**config.mk**
```make
export PLATFORM = sky130hd
export DESIGN_NAME = urna_parametrizada
export DESIGN_NICKNAME = d
export VERILOG_FILES = /design/src/rtl/urna_pkg.sv /design/src/rtl/urna_contador.sv /design/src/rtl/urna_parametrizada.sv
export SDC_FILE = /design/constraint.sdc
export NUM_CORES = 1
export LEC_CHECK = 0
export CORE_ASPECT_RATIO = 0.8
export CORE_UTILIZATION = 30
export CTS_CLUSTER_SIZE = 20
export DETAILED_ROUTE_END_ITERATION = 12
export DONT_BUFFER_PORTS = 1
export HOLD_SLACK_MARGIN = 0.05
export PLACE_DENSITY = 0.44
export SLEW_MARGIN = 30
export SYNTH_ARGS = -nofsm -noshare
export SYNTH_HDL_FRONTEND = slang
export SYNTH_SLANG_ARGS = --single-unit
```
**constraint.sdc**
```tcl
create_clock -name clock -period 4 [get_ports clock]
set_input_delay 0.8 -clock clock [delete_from_list [all_inputs] [get_ports clock]]
set_output_delay 0.8 -clock clock [all_outputs]
set_load 0.1 [all_outputs]
```
**src/rtl/urna_pkg.sv**
```systemverilog
// urna_pkg: state encoding, special digit codes and the default candidate
// code table shared by urna_parametrizada and urna_contador.
package urna_pkg;

  typedef enum logic [1:0] {
    COLETA    = 2'd0,
    APURA     = 2'd1,
    VARRE     = 2'd2,
    ENCERRADA = 2'd3
  } urna_state_e;

  localparam logic [3:0] CANCEL = 4'hC;
  localparam logic [3:0] BRANCO = 4'hB;

  // Candidate 0 sits in the LSBs; each code is read first-digit-in-MSB.
  localparam logic [63:0] DEFAULT_CODES = {16'h3509, 16'h3502, 16'h3492, 16'h3474};

endpackage

```
**src/rtl/urna_contador.sv**
```systemverilog
// urna_contador: CNT_W-bit saturating vote counter with increment and
// synchronous clear; one instance per candidate, null and blank tally.
module urna_contador
  import urna_pkg::*;
#(
  parameter int CNT_W = 8
) (
  input  logic             clock,
  input  logic             reset_n,
  input  logic             clr_i,
  input  logic             inc_i,
  output logic [CNT_W-1:0] count_o
);

  logic [CNT_W-1:0] count_q;
  logic [CNT_W-1:0] count_d;

  // Next count: clear wins, increments stop at the all-ones ceiling.
  always_comb begin
    count_d = count_q;
    if (clr_i) begin
      count_d = '0;
    end else if (inc_i && (count_q != {CNT_W{1'b1}})) begin
      count_d = count_q + CNT_W'(1);
    end else begin
      count_d = count_q;
    end
  end

  // Count register.
  always_ff @(posedge clock or negedge reset_n) begin
    if (!reset_n) begin
      count_q <= '0;
    end else begin
      count_q <= count_d;
    end
  end

  assign count_o = count_q;

endmodule

```
**src/rtl/urna_parametrizada.sv**
```systemverilog
// urna_parametrizada: parameterised BCD voting machine with tally and winner
// scan. Define URNA_BRANCO_EN to enable blank votes (digit B as first digit).
module urna_parametrizada
  import urna_pkg::*;
#(
  parameter int NUM_CAND = 4,
  parameter int DIGITS   = 4,
  parameter int CNT_W    = 8,
  parameter logic [NUM_CAND*DIGITS*4-1:0] CAND_CODES = DEFAULT_CODES,
  localparam int SEL_W   = $clog2(NUM_CAND + 2)
) (
  input  logic             clock,
  input  logic             reset_n,
  input  logic             valid,
  input  logic [3:0]       digit,
  input  logic             finish,
  input  logic             clear,
  input  logic [SEL_W-1:0] sel,
  output logic             vote_ok,
  output logic             is_open,
  output logic             done,
  output logic [CNT_W-1:0] result,
  output logic [SEL_W-1:0] winner,
  output logic             tie
);

  localparam int BUF_W = DIGITS * 4;
  localparam int DCW   = $clog2(DIGITS + 1);
  localparam int IDXW  = $clog2(NUM_CAND);

  urna_state_e      state_q, state_d;
  logic [BUF_W-1:0] buf_q, buf_d;
  logic [DCW-1:0]   dcnt_q, dcnt_d;
  logic [IDXW-1:0]  scan_q, scan_d;
  logic [CNT_W-1:0] best_q, best_d;
  logic [SEL_W-1:0] winner_q, winner_d;
  logic             tie_q, tie_d;
  logic             done_q, done_d;
  logic             vote_ok_q;
  logic             is_open_q;

  logic [CNT_W-1:0]    cand_cnt_s [NUM_CAND];
  logic [CNT_W-1:0]    null_cnt_s;
  logic [CNT_W-1:0]    scan_cnt_s;
  logic [NUM_CAND-1:0] hit_s;
  logic [NUM_CAND-1:0] cand_inc_s;
  logic                null_inc_s;
  logic                cnt_clr_s;
  logic [CNT_W-1:0]    result_s;
`ifdef URNA_BRANCO_EN
  logic                blank_q, blank_d;
  logic                blank_inc_s;
  logic [CNT_W-1:0]    blank_cnt_s;
`endif

  // Compare the entry buffer against every candidate code.
  always_comb begin
    for (int i = 0; i < NUM_CAND; i++) begin
      hit_s[i] = (buf_q == CAND_CODES[i*BUF_W +: BUF_W]);
    end
  end

  assign scan_cnt_s = cand_cnt_s[scan_q];

  // Next-state and datapath control for entry, commit, scan and closed phases.
  always_comb begin
    state_d    = state_q;
    buf_d      = buf_q;
    dcnt_d     = dcnt_q;
    scan_d     = scan_q;
    best_d     = best_q;
    winner_d   = winner_q;
    tie_d      = tie_q;
    done_d     = done_q;
    cand_inc_s = '0;
    null_inc_s = 1'b0;
    cnt_clr_s  = 1'b0;
`ifdef URNA_BRANCO_EN
    blank_d     = blank_q;
    blank_inc_s = 1'b0;
`endif
    case (state_q)
      COLETA: begin
        if (finish) begin
          // Finish beats a simultaneous digit; the partial entry is dropped.
          buf_d   = '0;
          dcnt_d  = '0;
          scan_d  = '0;
          state_d = VARRE;
        end else if (valid) begin
          if (digit == CANCEL) begin
            buf_d  = '0;
            dcnt_d = '0;
          end
`ifdef URNA_BRANCO_EN
          else if ((digit == BRANCO) && (dcnt_q == '0)) begin
            blank_d = 1'b1;
            state_d = APURA;
          end
`endif
          else begin
            buf_d      = buf_q << 4;
            buf_d[3:0] = digit;
            if (dcnt_q == DCW'(DIGITS - 1)) begin
              dcnt_d  = '0;
              state_d = APURA;
            end else begin
              dcnt_d = dcnt_q + DCW'(1);
            end
          end
        end else begin
          state_d = COLETA;
        end
      end
      APURA: begin
`ifdef URNA_BRANCO_EN
        if (blank_q) begin
          blank_inc_s = 1'b1;
        end else if (|hit_s) begin
          cand_inc_s = hit_s;
        end else begin
          null_inc_s = 1'b1;
        end
        blank_d = 1'b0;
`else
        if (|hit_s) begin
          cand_inc_s = hit_s;
        end else begin
          null_inc_s = 1'b1;
        end
`endif
        buf_d  = '0;
        dcnt_d = '0;
        scan_d = '0;
        if (finish) begin
          state_d = VARRE;
        end else begin
          state_d = COLETA;
        end
      end
      VARRE: begin
        // Lowest index keeps the lead on equal counts; equality flags a tie.
        if (scan_q == '0) begin
          best_d   = scan_cnt_s;
          winner_d = '0;
          tie_d    = 1'b0;
        end else if (scan_cnt_s > best_q) begin
          best_d   = scan_cnt_s;
          winner_d = SEL_W'(scan_q);
          tie_d    = 1'b0;
        end else if (scan_cnt_s == best_q) begin
          tie_d = 1'b1;
        end else begin
          tie_d = tie_q;
        end
        if (scan_q == IDXW'(NUM_CAND - 1)) begin
          done_d  = 1'b1;
          state_d = ENCERRADA;
        end else begin
          scan_d = scan_q + IDXW'(1);
        end
      end
      ENCERRADA: begin
        if (clear) begin
          cnt_clr_s = 1'b1;
          best_d    = '0;
          winner_d  = '0;
          tie_d     = 1'b0;
          done_d    = 1'b0;
          state_d   = COLETA;
        end else begin
          state_d = ENCERRADA;
        end
      end
      default: begin
        state_d = COLETA;
      end
    endcase
  end

  // Control and status registers.
  always_ff @(posedge clock or negedge reset_n) begin
    if (!reset_n) begin
      state_q   <= COLETA;
      buf_q     <= '0;
      dcnt_q    <= '0;
      scan_q    <= '0;
      best_q    <= '0;
      winner_q  <= '0;
      tie_q     <= 1'b0;
      done_q    <= 1'b0;
      vote_ok_q <= 1'b0;
      is_open_q <= 1'b1;
    end else begin
      state_q   <= state_d;
      buf_q     <= buf_d;
      dcnt_q    <= dcnt_d;
      scan_q    <= scan_d;
      best_q    <= best_d;
      winner_q  <= winner_d;
      tie_q     <= tie_d;
      done_q    <= done_d;
      vote_ok_q <= (state_d == APURA);
      is_open_q <= (state_d == COLETA) || (state_d == APURA);
    end
  end

`ifdef URNA_BRANCO_EN
  // Pending blank-vote flag carried into the commit cycle.
  always_ff @(posedge clock or negedge reset_n) begin
    if (!reset_n) begin
      blank_q <= 1'b0;
    end else begin
      blank_q <= blank_d;
    end
  end

  urna_contador #(.CNT_W(CNT_W)) u_blank (
    .clock   (clock),
    .reset_n (reset_n),
    .clr_i   (cnt_clr_s),
    .inc_i   (blank_inc_s),
    .count_o (blank_cnt_s)
  );
`endif

  for (genvar g = 0; g < NUM_CAND; g++) begin : g_cand
    urna_contador #(.CNT_W(CNT_W)) u_cnt (
      .clock   (clock),
      .reset_n (reset_n),
      .clr_i   (cnt_clr_s),
      .inc_i   (cand_inc_s[g]),
      .count_o (cand_cnt_s[g])
    );
  end

  urna_contador #(.CNT_W(CNT_W)) u_null (
    .clock   (clock),
    .reset_n (reset_n),
    .clr_i   (cnt_clr_s),
    .inc_i   (null_inc_s),
    .count_o (null_cnt_s)
  );

  // Result select: candidates, then null, then blank when present.
  always_comb begin
    result_s = '0;
    if (sel < SEL_W'(NUM_CAND)) begin
      result_s = cand_cnt_s[sel[IDXW-1:0]];
    end else if (sel == SEL_W'(NUM_CAND)) begin
      result_s = null_cnt_s;
    end
`ifdef URNA_BRANCO_EN
    else if (sel == SEL_W'(NUM_CAND + 1)) begin
      result_s = blank_cnt_s;
    end
`endif
    else begin
      result_s = '0;
    end
  end

  assign result  = result_s;
  assign vote_ok = vote_ok_q;
  assign is_open = is_open_q;
  assign done    = done_q;
  assign winner  = winner_q;
  assign tie     = tie_q;

endmodule
```
==> impl_metrics.py, run 1 <==
metrics = {
    "power_and_ir_drop": {
        "peakVddDrop_v": 0.0003624,
        "seqPwrFrac_pct": 39.7,
        "sw_frac_of_total_pct": 44.64,
        "leakage_nw": 2.101,
        "p_int_mw": 1.879,
        "p_switching_mw": 1.516,
        "pwr-share-clk_pct": 25.2,
        "comb_power_share_pct": 35.1,
        "power.total_mw": 3.395,
        "power_density_mw_per_mm2": 664.1,
    },
    "synthesis": {
        "netlist_instances": 463,
        "synth_ff_type": "dfrtp_1",
        "synthArstFlopShare_pct": 100.0,
        "ys_seq_area_share_pct": 42.52,
        "syn_area_per_cell_um2": 9.793,
        "yosysWarnings": 0,
        "synth-seq-cells": 77,
        "synthTopCellsByArea": "dfrtp_1 (42%), mux4_2 (7.9%), nand2_1 (4.7%)",
        "syn-cell-area_mm2": 0.004534,
        "yosysTopAreaCell": "dfrtp_1",
        "yosys.area.top_type_share_pct": 41.94,
        "syn-num-nets": 491,
        "synth.distinct_cells": 52,
        "synth_edf_count": 0,
    },
    "grt": {
        "overflow": 0,
        "grtUsageTotal_pct": 16.37,
        "antenna_found_initial": 0,
        "grt_pass1_vias": 3500,
        "grt_pass1_wl_mm": 19.50,
        "grt_max_degree": 78,
    },
    "clock_tree": {
        "clk_latency_ns": 0.35,
        "clk_pin_slew_ns": 0.06,
        "clockBufferDepth": 2,
        "hold_buffers": 0,
        "ctsResizeCount": 0,
        "clockRootBuffer": "clkbuf_16",
        "clock-sinks": 77,
        "cts_tree": "yes",
        "cts_buffers": 9,
        "post_cts_buffers": 0,
        "cts_htree_levels": 3,
    },
    "detailed_routing": {
        "wire_per_inst_um": 18.38,
        "drtAntennaViolNets": 0,
        "drtIter0Drc": 200,
        "num_vias": 3655,
        "vias_per_cell": 5.597,
        "drc": 0,
        "drt_pass1_iterations": 5,
        "finalWirelength_mm": 12.00,
    },
    "place": {
        "gp_congestion": 0.8336,
        "post-dp-hpwl_mm": 8.666,
        "portBuffers": 0,
    },
    "layout": {
        "fin_nets": 492,
        "drive_gt1_share_pct": 13.01,
        "antennaDiodeCount": 0,
        "n_fill_cell": 1456,
        "syn_to_final_growth_pct": 12.75,
    },
    "sta": {
        "rsz0062_at_grt": "false",
        "fin_skew_ns": 0.009649,
        "finalCriticalPeriod_ns": 3.109,
        "max_slew_margin_pct": 28.10,
        "worst_pin_slew_ns": 1.069,
        "hold_viol": 0,
        "finalSetupViolCount": 0,
        "slew_viol_final": 0,
        "tns_ns": 0,
        "period_share_pct": 77.72,
        "fmax_mhz": 321.7,
    },
    "critical_path": {
        "end_kind": "flip-flop",
        "r2r.worst_path.cells": 7,
        "cp.required_ns": 4.19,
        "critPathMaxFanout": 13,
        "cp.arrival_ns": 3.30,
        "critical_path_class": "flip-flop to flip-flop",
        "critPathLaunchType": "flip-flop",
    },
    "floorplanning": {
        "die_x_um": 139.5,
        "rows": 39,
        "initial_core_util_pct": 31.29,
        "dieArea_mm2": 0.01561,
        "die_y_um": 112.0,
        "core_area_mm2": 0.01449,
        "ios": 27,
    },
    "flow_run": {
        "maxCapViolCount": 0,
    },
    "min_path": {
        "holdCritPathClass": "primary input to asynchronous set/reset pin",
    },
    "outcome": {
        "outcome": "complete, no violations",
    },
}
-- registers in the layout, indices dropped and copies added, names as in the netlist --
name,cells
tie,1
vote_ok,1
g_cand.u_cnt.count_o,32
scan_q,2
u_null.count_o,8
buf_q,16
done,1
is_open,1
best_q,8
winner,2
state_q,2
dcnt_q,3
-- cells in the final DEF, fill, tap and decap left out, types with 3 or more instances in the layout --
cell type and instances:
and4_1 3, a22o_1 16, nor3b_1 3, or4_1 3, dfrtp_1 76, o21ai_0 13, nand3_1 14, o221ai_1 8
ha_1 16, a21oi_1 20, or3_1 6, xnor2_1 15, nand4_1 8, nor3_1 11, mux4_2 16, o2111ai_1 9
o21a_1 4, o21ai_2 8, nand2b_1 4, mux2i_1 10, nor4_1 11, o211ai_1 6, nand2_1 57, o21ai_1 3
inv_1 29, clkbuf_16 9, buf_4 14, nor4b_1 5, and3_1 5, nor2_1 28, o31ai_1 5, nor2b_1 4
-- critical path, stage by stage (launching register included) --
cell      delay, ns
dfrtp_1        0.71
mux4_2         0.63
ha_1           0.33
nand4_1        0.17
or3_1          0.33
nand2_1        0.12
nor2_1         0.46
o221ai_1       0.22
-- layout make-up --
type                    instances  area (um^2)  area share [%]
repair buffers                 14        105.1           2.056
flip-flops and latches         77         1928           37.71
clock buffers                  10        239.0           4.674
inverters                      29        108.9           2.129
multi-input cells             333         2432           47.58
well taps                     184        230.2           4.503
clock inverters                 6        68.82           1.346
-- through the flow --
stage	instances	setup slack [ns]	util (%)	area, um^2	hold WS, ns
5_1_grt	653	0.6019	35.28	5112	0.1335
3_5_place_dp	637	0.9187	33.15	4805	0.4724
6_report	653	0.8914	35.28	5112	0.1548
4_1_cts	653	0.9262	35.28	5112	0.1355
3_3_place_gp	637	1.041	33.15	4805	0.4648
2_1_floorplan	463	0.2942	-	4534	0.4489
-- kinds of logic (layout without fill, tap and decap cells) --
logic type | Yosys count | in the layout | synth area share, %
AND/OR/NAND/NOR | 171 | 171 | 19.40
AO/OA/AOI/OAI | 103 | 103 | 15.78
flip-flops | 77 | 77 | 42.52
buffers and inverters | 53 | 59 | 4.553
multiplexers | 26 | 26 | 10.15
adder cells (fa/ha/maj) | 16 | 16 | 4.415
XOR/XNOR | 16 | 16 | 3.091
other | 1 | 1 | 0.08270
-- cell usage after synthesis, types with 14 or more instances --
master and instances:
dfrtp_1 76, nand2_1 57, inv_1 29, nor2_1 29, o21ai_0 21, a21oi_1 20
clkbuf_1 19, a22o_1 16, ha_1 16, mux4_2 16, xnor2_1 15, nand3_1 14
-- final timing paths --
check / slack [ns] / to / from
max: 0.89 / best_q[3] / scan_q[0]
min: 0.15 / winner[0] / reset_n
max reg2reg: 0.89 / best_q[3] / scan_q[0]
min reg2reg: 0.49 / dcnt_q[2] / dcnt_q[2]
max in group asynchronous: 3.59 / is_open / reset_n
min in group clock: 0.49 / dcnt_q[2] / dcnt_q[2]
-- power groups by stage --
| stage | Combinational (mW) | Sequential (mW) | Clock, mW |
|---|---|---|---|
| after floorplan | 0.989 | 1.22 | 0 |
| after global placement | 1.16 | 1.35 | 0 |
| after detailed placement | 1.17 | 1.36 | 0 |
| after CTS | 1.18 | 1.35 | 0.881 |
| after global routing | 1.33 | 1.38 | 0.924 |
| final | 1.19 | 1.35 | 0.857 |
-- layer usage --
layer,global-route usage (%),routed length [um]
met1,23.63,6056
met2,23.89,5222
met3,4.946,646
met4,3.556,75
met5,0,0
No activity file was read; power rests on OpenSTA's default activity.
==> run 2: changes to the inputs <==
--- a/config.mk
+++ b/config.mk
@@ -11,7 +11,7 @@
 export DETAILED_ROUTE_END_ITERATION = 12
 export DONT_BUFFER_PORTS = 1
 export HOLD_SLACK_MARGIN = 0.05
-export PLACE_DENSITY = 0.44
+export PLACE_DENSITY = 0.45
 export SLEW_MARGIN = 30
 export SYNTH_ARGS = -nofsm -noshare
 export SYNTH_HDL_FRONTEND = slang
==> constraint.sdc (replaced) <==
create_clock -name clock -period 2.6 [get_ports clock]
set_input_delay 0.52 -clock clock [delete_from_list [all_inputs] [get_ports clock]]
set_output_delay 0.52 -clock clock [all_outputs]
set_load 0.1 [all_outputs]
==> run 2 against run 1 <==
Effect of this change:
- sequential power grew 36%
- clock power is 55% higher
- non-clock buffer count grew 52
- final area is 12% higher
- core utilization is 4.1 points higher
- sequential share of layout area fell by 3.9 points
- register-to-register slack got worse by 0.80 ns
- final cell count grew 8.0%
- die area unchanged
- sequential cell count did not move
- count of clock-buffer cells in the layout decreased by 1
- wire length is 11% higher
- critical endpoint is now best_q[5]
==> impl_metrics.py, run 2 (synthesis gave the netlist of run 1 again) <==
metrics = {
    "outcome": {
        "outcome": "complete, no violations",
    },
    "detailed_routing": {
        "drc": 0,
        "met3WireLength_um": 740,
        "drtIter0Drc": 220,
        "vias_per_cell": 5.485,
        "num_vias": 3867,
        "highest_layer": "met4",
        "drt_pass1_iterations": 4,
        "drt-met1-wl_mm": 6.673,
        "wire_per_inst_um": 18.95,
        "finalWirelength_mm": 13.36,
        "route.met2.wl_mm": 5.805,
        "drtAntennaViolNets": 0,
    },
    "sta": {
        "hold_viol": 0,
        "tns_ns": 0,
        "slew_viol_final": 0,
        "fin_skew_ns": 0.005928,
        "period_share_pct": 96.67,
        "rsz0062_at_grt": "false",
        "finalCriticalPeriod_ns": 2.513,
        "fmax_mhz": 397.9,
        "worst_pin_slew_ns": 0.9562,
        "finalSetupViolCount": 0,
        "max_slew_margin_pct": 36.25,
    },
    "power_and_ir_drop": {
        "comb_power_share_pct": 49.7,
        "leakage_nw": 2.398,
        "pwr-share-clk_pct": 21.1,
        "p_int_mw": 3.496,
        "sw_frac_of_total_pct": 44.43,
        "peakVddDrop_v": 0.0006659,
        "power_density_mw_per_mm2": 1102,
        "seqPwrFrac_pct": 29.2,
        "power.total_mw": 6.292,
        "p_switching_mw": 2.795,
    },
    "clock_tree": {
        "clk_pin_slew_ns": 0.07,
        "cts_htree_levels": 3,
        "clock-sinks": 77,
        "cts_buffers": 9,
        "clockBufferDepth": 2,
        "cts_tree": "yes",
        "clk_latency_ns": 0.36,
        "clockRootBuffer": "clkbuf_16",
    },
    "grt": {
        "grtUsageTotal_pct": 17.97,
        "grt_max_degree": 78,
        "antenna_found_initial": 0,
        "grt_pass1_vias": 3731,
        "grt_pass1_wl_mm": 21.18,
        "overflow": 0,
    },
    "floorplanning": {
        "rows": 39,
        "die_y_um": 112.0,
        "ios": 27,
        "die_x_um": 139.5,
        "dieArea_mm2": 0.01561,
        "core_area_mm2": 0.01449,
        "initial_core_util_pct": 31.29,
    },
    "min_path": {
        "holdCritPathClass": "primary input to asynchronous set/reset pin",
    },
    "layout": {
        "mostFrequentLayoutCell": "dfrtp_1",
        "fin_nets": 544,
        "largest_reg_flops": 32,
        "antennaDiodeCount": 0,
        "final_cell_mix": "dfrtp_1 (75), buf_4 (62), nand2_1 (56)",
        "drive_gt1_share_pct": 24.76,
        "stdcell_count": 705,
        "n_fill_cell": 1423,
        "syn_to_final_growth_pct": 25.88,
    },
    "critical_path": {
        "critPathLaunchType": "flip-flop",
        "cp_slowest_cell": "mux4_2",
        "cp_cell_sequence": "buf_12, mux4_2, ha_4, nand4_1, or3_4, buf_4, o2111ai_2, o221ai_1",
        "critical_path_class": "flip-flop to flip-flop",
        "cpPeakStageDelay_ns": 0.55,
        "critPathMaxFanout": 8,
        "crit_family": "simple AND/OR/NAND/NOR gates",
        "cp.required_ns": 2.83,
        "critPathBufInv": 2,
        "end_kind": "flip-flop",
        "cp.arrival_ns": 2.74,
    },
    "place": {
        "post-dp-hpwl_mm": 9.637,
        "portBuffers": 0,
        "gp_congestion": 0.8505,
        "dp.cells": 682,
    },
    "flow_run": {
        "maxCapViolCount": 0,
    },
}
-- run 2: what timing repair did --
item                                    4_1_cts  5_1_grt
pin swaps                                     1        8
endpoints found under the setup margin        9       11
gates cloned                                  0        1
hold buffers                                  1        0
hold endpoints to repair                     77        0
gates resized for setup                       1       17
setup buffers                                 0        5
-- run 2: path summary, 6_finish.rpt --
path | start | end | slack [ns] | cells after the start
min | reset_n | state_q[0] | 0.05 | 1
max reg2reg | scan_q[0] | best_q[5] | 0.09 | 8
min in group clock | digit[3] | buf_q[3] | 0.30 | 1
max | scan_q[0] | best_q[5] | 0.09 | 8
max in group asynchronous | reset_n | scan_q[0] | 2.20 | 1
min reg2reg | dcnt_q[2] | dcnt_q[2] | 0.48 | 1
-- run 2: layout make-up --
cell class	instances	area, um^2	area share (%)
repair buffers	66	549.3	9.623
inverters	29	108.9	1.907
flip-flops and latches	77	1929	33.80
clock inverters	7	82.58	1.447
multi-input cells	333	2582	45.24
clock buffers	9	225.2	3.946
well taps	184	230.2	4.033
-- run 2: worst register-to-register path, stage by stage, from the launching register on --
cell	delay, ns
dfrtp_2	0.41
buf_12	0.14
mux4_2	0.55
ha_4	0.31
nand4_1	0.13
or3_4	0.46
buf_4	0.18
o2111ai_2	0.07
o221ai_1	0.13
-- run 2: through the flow --
stage          util [%]  hold slack [ns]  area, um^2  setup slack (ns)
6_report          39.39          0.05335        5708           0.08654
5_1_grt           39.39          0.07389        5708         0.0001712
4_1_cts           38.25          0.07220        5543          0.005828
3_5_place_dp      35.90           0.2294        5202          -0.06079
3_3_place_gp      35.90           0.2285        5202           0.03026
2_1_floorplan         -           0.2244        4616          -0.01644
-- run 2: power by group through the flow --
stage	registers, mW	logic [mW]	clock network, mW
after floorplan	1.88	1.56	0
after global placement	1.84	2.42	0
after detailed placement	1.85	2.46	0
after CTS	1.83	2.54	1.36
after global routing	1.87	3.37	1.42
final	1.84	3.12	1.33
-- run 2: layer usage --
| layer | GRT usage, % | up-vias |
|---|---|---|
| li1 | - | 1835 |
| met1 | 25.99 | 1953 |
| met2 | 25.56 | 69 |
| met3 | 5.419 | 10 |
| met4 | 5.259 | 0 |
| met5 | 0 | - |
==> run 3: changes to the inputs <==
--- a/config.mk
+++ b/config.mk
@@ -10,8 +10,10 @@
 export CTS_CLUSTER_SIZE = 20
 export DETAILED_ROUTE_END_ITERATION = 12
 export DONT_BUFFER_PORTS = 1
+export GPL_TIMING_DRIVEN = 0
 export HOLD_SLACK_MARGIN = 0.05
 export PLACE_DENSITY = 0.45
+export REMOVE_ABC_BUFFERS = 1
 export SLEW_MARGIN = 30
 export SYNTH_ARGS = -nofsm -noshare
 export SYNTH_HDL_FRONTEND = slang
==> run 3 against run 2 <==
Effect of this change:
- the run now ends with negative setup slack left
- final cell count fell by 7.0%
- power shrank 2.2%
- clock power up 8%
- worst setup slack got worse by 0.094 ns
- combinational power is 14% lower
- register-to-register slack got worse by 0.09 ns
- hold slack worse by 0.011 ns
- count of clock-buffer cells in the layout unchanged
==> impl_metrics.py, run 3 (synthesis gave the netlist of run 1 again) <==
metrics = {
    "critical_path": {
        "critical_path_class": "flip-flop to flip-flop",
        "cp_slowest_cell": "mux4_2",
        "r2r.worst_path.cells": 8,
        "cp.arrival_ns": 2.81,
        "critPathLaunchType": "flip-flop",
        "cpPeakStageDelay_ns": 0.60,
        "critPathMaxFanout": 8,
        "cp.required_ns": 2.80,
        "cp_cell_sequence": "mux4_2, ha_4, nor2b_4, o211ai_1, buf_4, and3b_2, nor2_4, o221ai_1",
        "end_kind": "flip-flop",
    },
    "sta": {
        "worst_pin_slew_ns": 0.9217,
        "fin_skew_ns": 0.01354,
        "rsz0062_at_grt": "true",
        "finalCriticalPeriod_ns": 2.608,
        "fin_ws_ns": -0.007705,
        "max_slew_margin_pct": 38.55,
        "tns_ns": -0.01045,
        "hold_viol": 0,
        "finalSetupViolCount": 2,
        "period_share_pct": 100.3,
        "fmax_mhz": 383.5,
        "holdWs_ns": 0.04214,
        "slew_viol_final": 0,
    },
    "floorplanning": {
        "die_y_um": 112.0,
        "die_x_um": 139.5,
        "dieArea_mm2": 0.01561,
        "initial_core_util_pct": 31.29,
        "rows": 39,
        "core_area_mm2": 0.01449,
        "ios": 27,
    },
    "min_path": {
        "holdCritPathClass": "primary input to asynchronous set/reset pin",
    },
    "detailed_routing": {
        "num_vias": 3669,
        "drtIter0Drc": 273,
        "wire_per_inst_um": 18.50,
        "drtAntennaViolNets": 0,
        "drc": 0,
        "finalWirelength_mm": 12.14,
        "vias_per_cell": 5.593,
        "drt_pass1_iterations": 4,
    },
    "clock_tree": {
        "cts_tree": "yes",
        "cts_htree_levels": 3,
        "clk_latency_ns": 0.34,
        "clock-sinks": 77,
        "cts_buffers": 9,
        "clockBufferDepth": 2,
        "clk_pin_slew_ns": 0.07,
        "clockRootBuffer": "clkbuf_16",
    },
    "grt": {
        "grt_pass1_wl_mm": 19.81,
        "grt_pass1_vias": 3546,
        "antenna_found_initial": 0,
        "overflow": 0,
        "grtUsageTotal_pct": 16.41,
        "grt_max_degree": 78,
    },
    "power_and_ir_drop": {
        "seqPwrFrac_pct": 33.4,
        "power.total_mw": 6.153,
        "peakVddDrop_v": 0.0007806,
        "p_switching_mw": 2.742,
        "power_density_mw_per_mm2": 1139,
        "comb_power_share_pct": 43.4,
        "pwr-share-clk_pct": 23.2,
        "leakage_nw": 2.159,
        "p_int_mw": 3.411,
        "sw_frac_of_total_pct": 44.56,
    },
    "layout": {
        "fin_util_pct": 37.26,
        "final_cell_mix": "dfrtp_1 (73), nand2_1 (56), inv_1 (29)",
        "fin_nets": 495,
        "stdcell_count": 656,
        "antennaDiodeCount": 0,
        "largest_reg_flops": 32,
        "mostFrequentLayoutCell": "dfrtp_1",
        "final_area_mm2": 0.005400,
        "drive_gt1_share_pct": 18.01,
        "syn_to_final_growth_pct": 19.09,
    },
    "place": {
        "dp_slack_ns": -0.9501,
        "portBuffers": 0,
        "dp.cells": 624,
        "gp_congestion": 0.7992,
        "post-dp-hpwl_mm": 8.143,
        "dpl_cell_area_mm2": 0.004782,
    },
    "outcome": {
        "failed_checks": "negative setup slack",
        "outcome": "finished with violations",
    },
    "flow_run": {
        "maxCapViolCount": 0,
    },
}
## run 3: layer usage
metal	up-vias	routed length (um)	track usage [%]
met4	0	153	4.519
met5	-	0	0
li1	1734	-	-
met2	79	5316	23.85
met1	1841	6101	23.92
met3	15	564	4.129
## run 3: worst max-delay path: cells and delay by family (launching register included)
family                   cells  cell delay [ns]
multiplexers                 1             0.60
AND/OR/NAND/NOR              3             0.59
flip-flops                   1             0.52
adder cells (fa/ha/maj)      1             0.30
AO/OA/AOI/OAI                2             0.27
buffers and inverters        1             0.18
## run 3: timing repair
item	CTS	global route
buffers inserted	9	4
gates cloned	1	1
pin swaps	5	10
endpoints found under the hold margin	77	0
hold buffers	1	0
resized for setup	17	14
setup endpoints to repair	25	14
## run 3: path summary, 6_finish.rpt
path                           start   endpoint  slack, ns
hold reg to reg            buf_q[15]  buf_q[15]       0.50
setup reg to reg           scan_q[0]  best_q[7]     -0.008
setup / recovery           scan_q[0]  best_q[7]     -0.008
max in group asynchronous    reset_n  scan_q[0]       2.13
min in group clock          digit[1]   buf_q[1]       0.32
hold / removal               reset_n  best_q[3]       0.04
## run 3: final cells by class
| class | instances | area, um^2 |
|---|---|---|
| clock inverter | 7 | 105.1 |
| fill | 1428 | 9092 |
| tap | 184 | 230.2 |
| timing repair buffer | 15 | 151.4 |
| multi-input combinational | 335 | 2645 |
| sequential | 77 | 1934 |
| clock buffer | 9 | 225.2 |
| inverter | 29 | 108.9 |
## run 3: power groups by stage
stage / Clock (mW) / Sequential, mW / Combinational (mW)
after floorplan: 0 / 1.96 / 1.37
after global placement: 0 / 2.09 / 1.74
after detailed placement: 0 / 2.10 / 1.79
after CTS: 1.47 / 2.05 / 2.32
after global routing: 1.51 / 2.11 / 2.89
final: 1.43 / 2.06 / 2.67
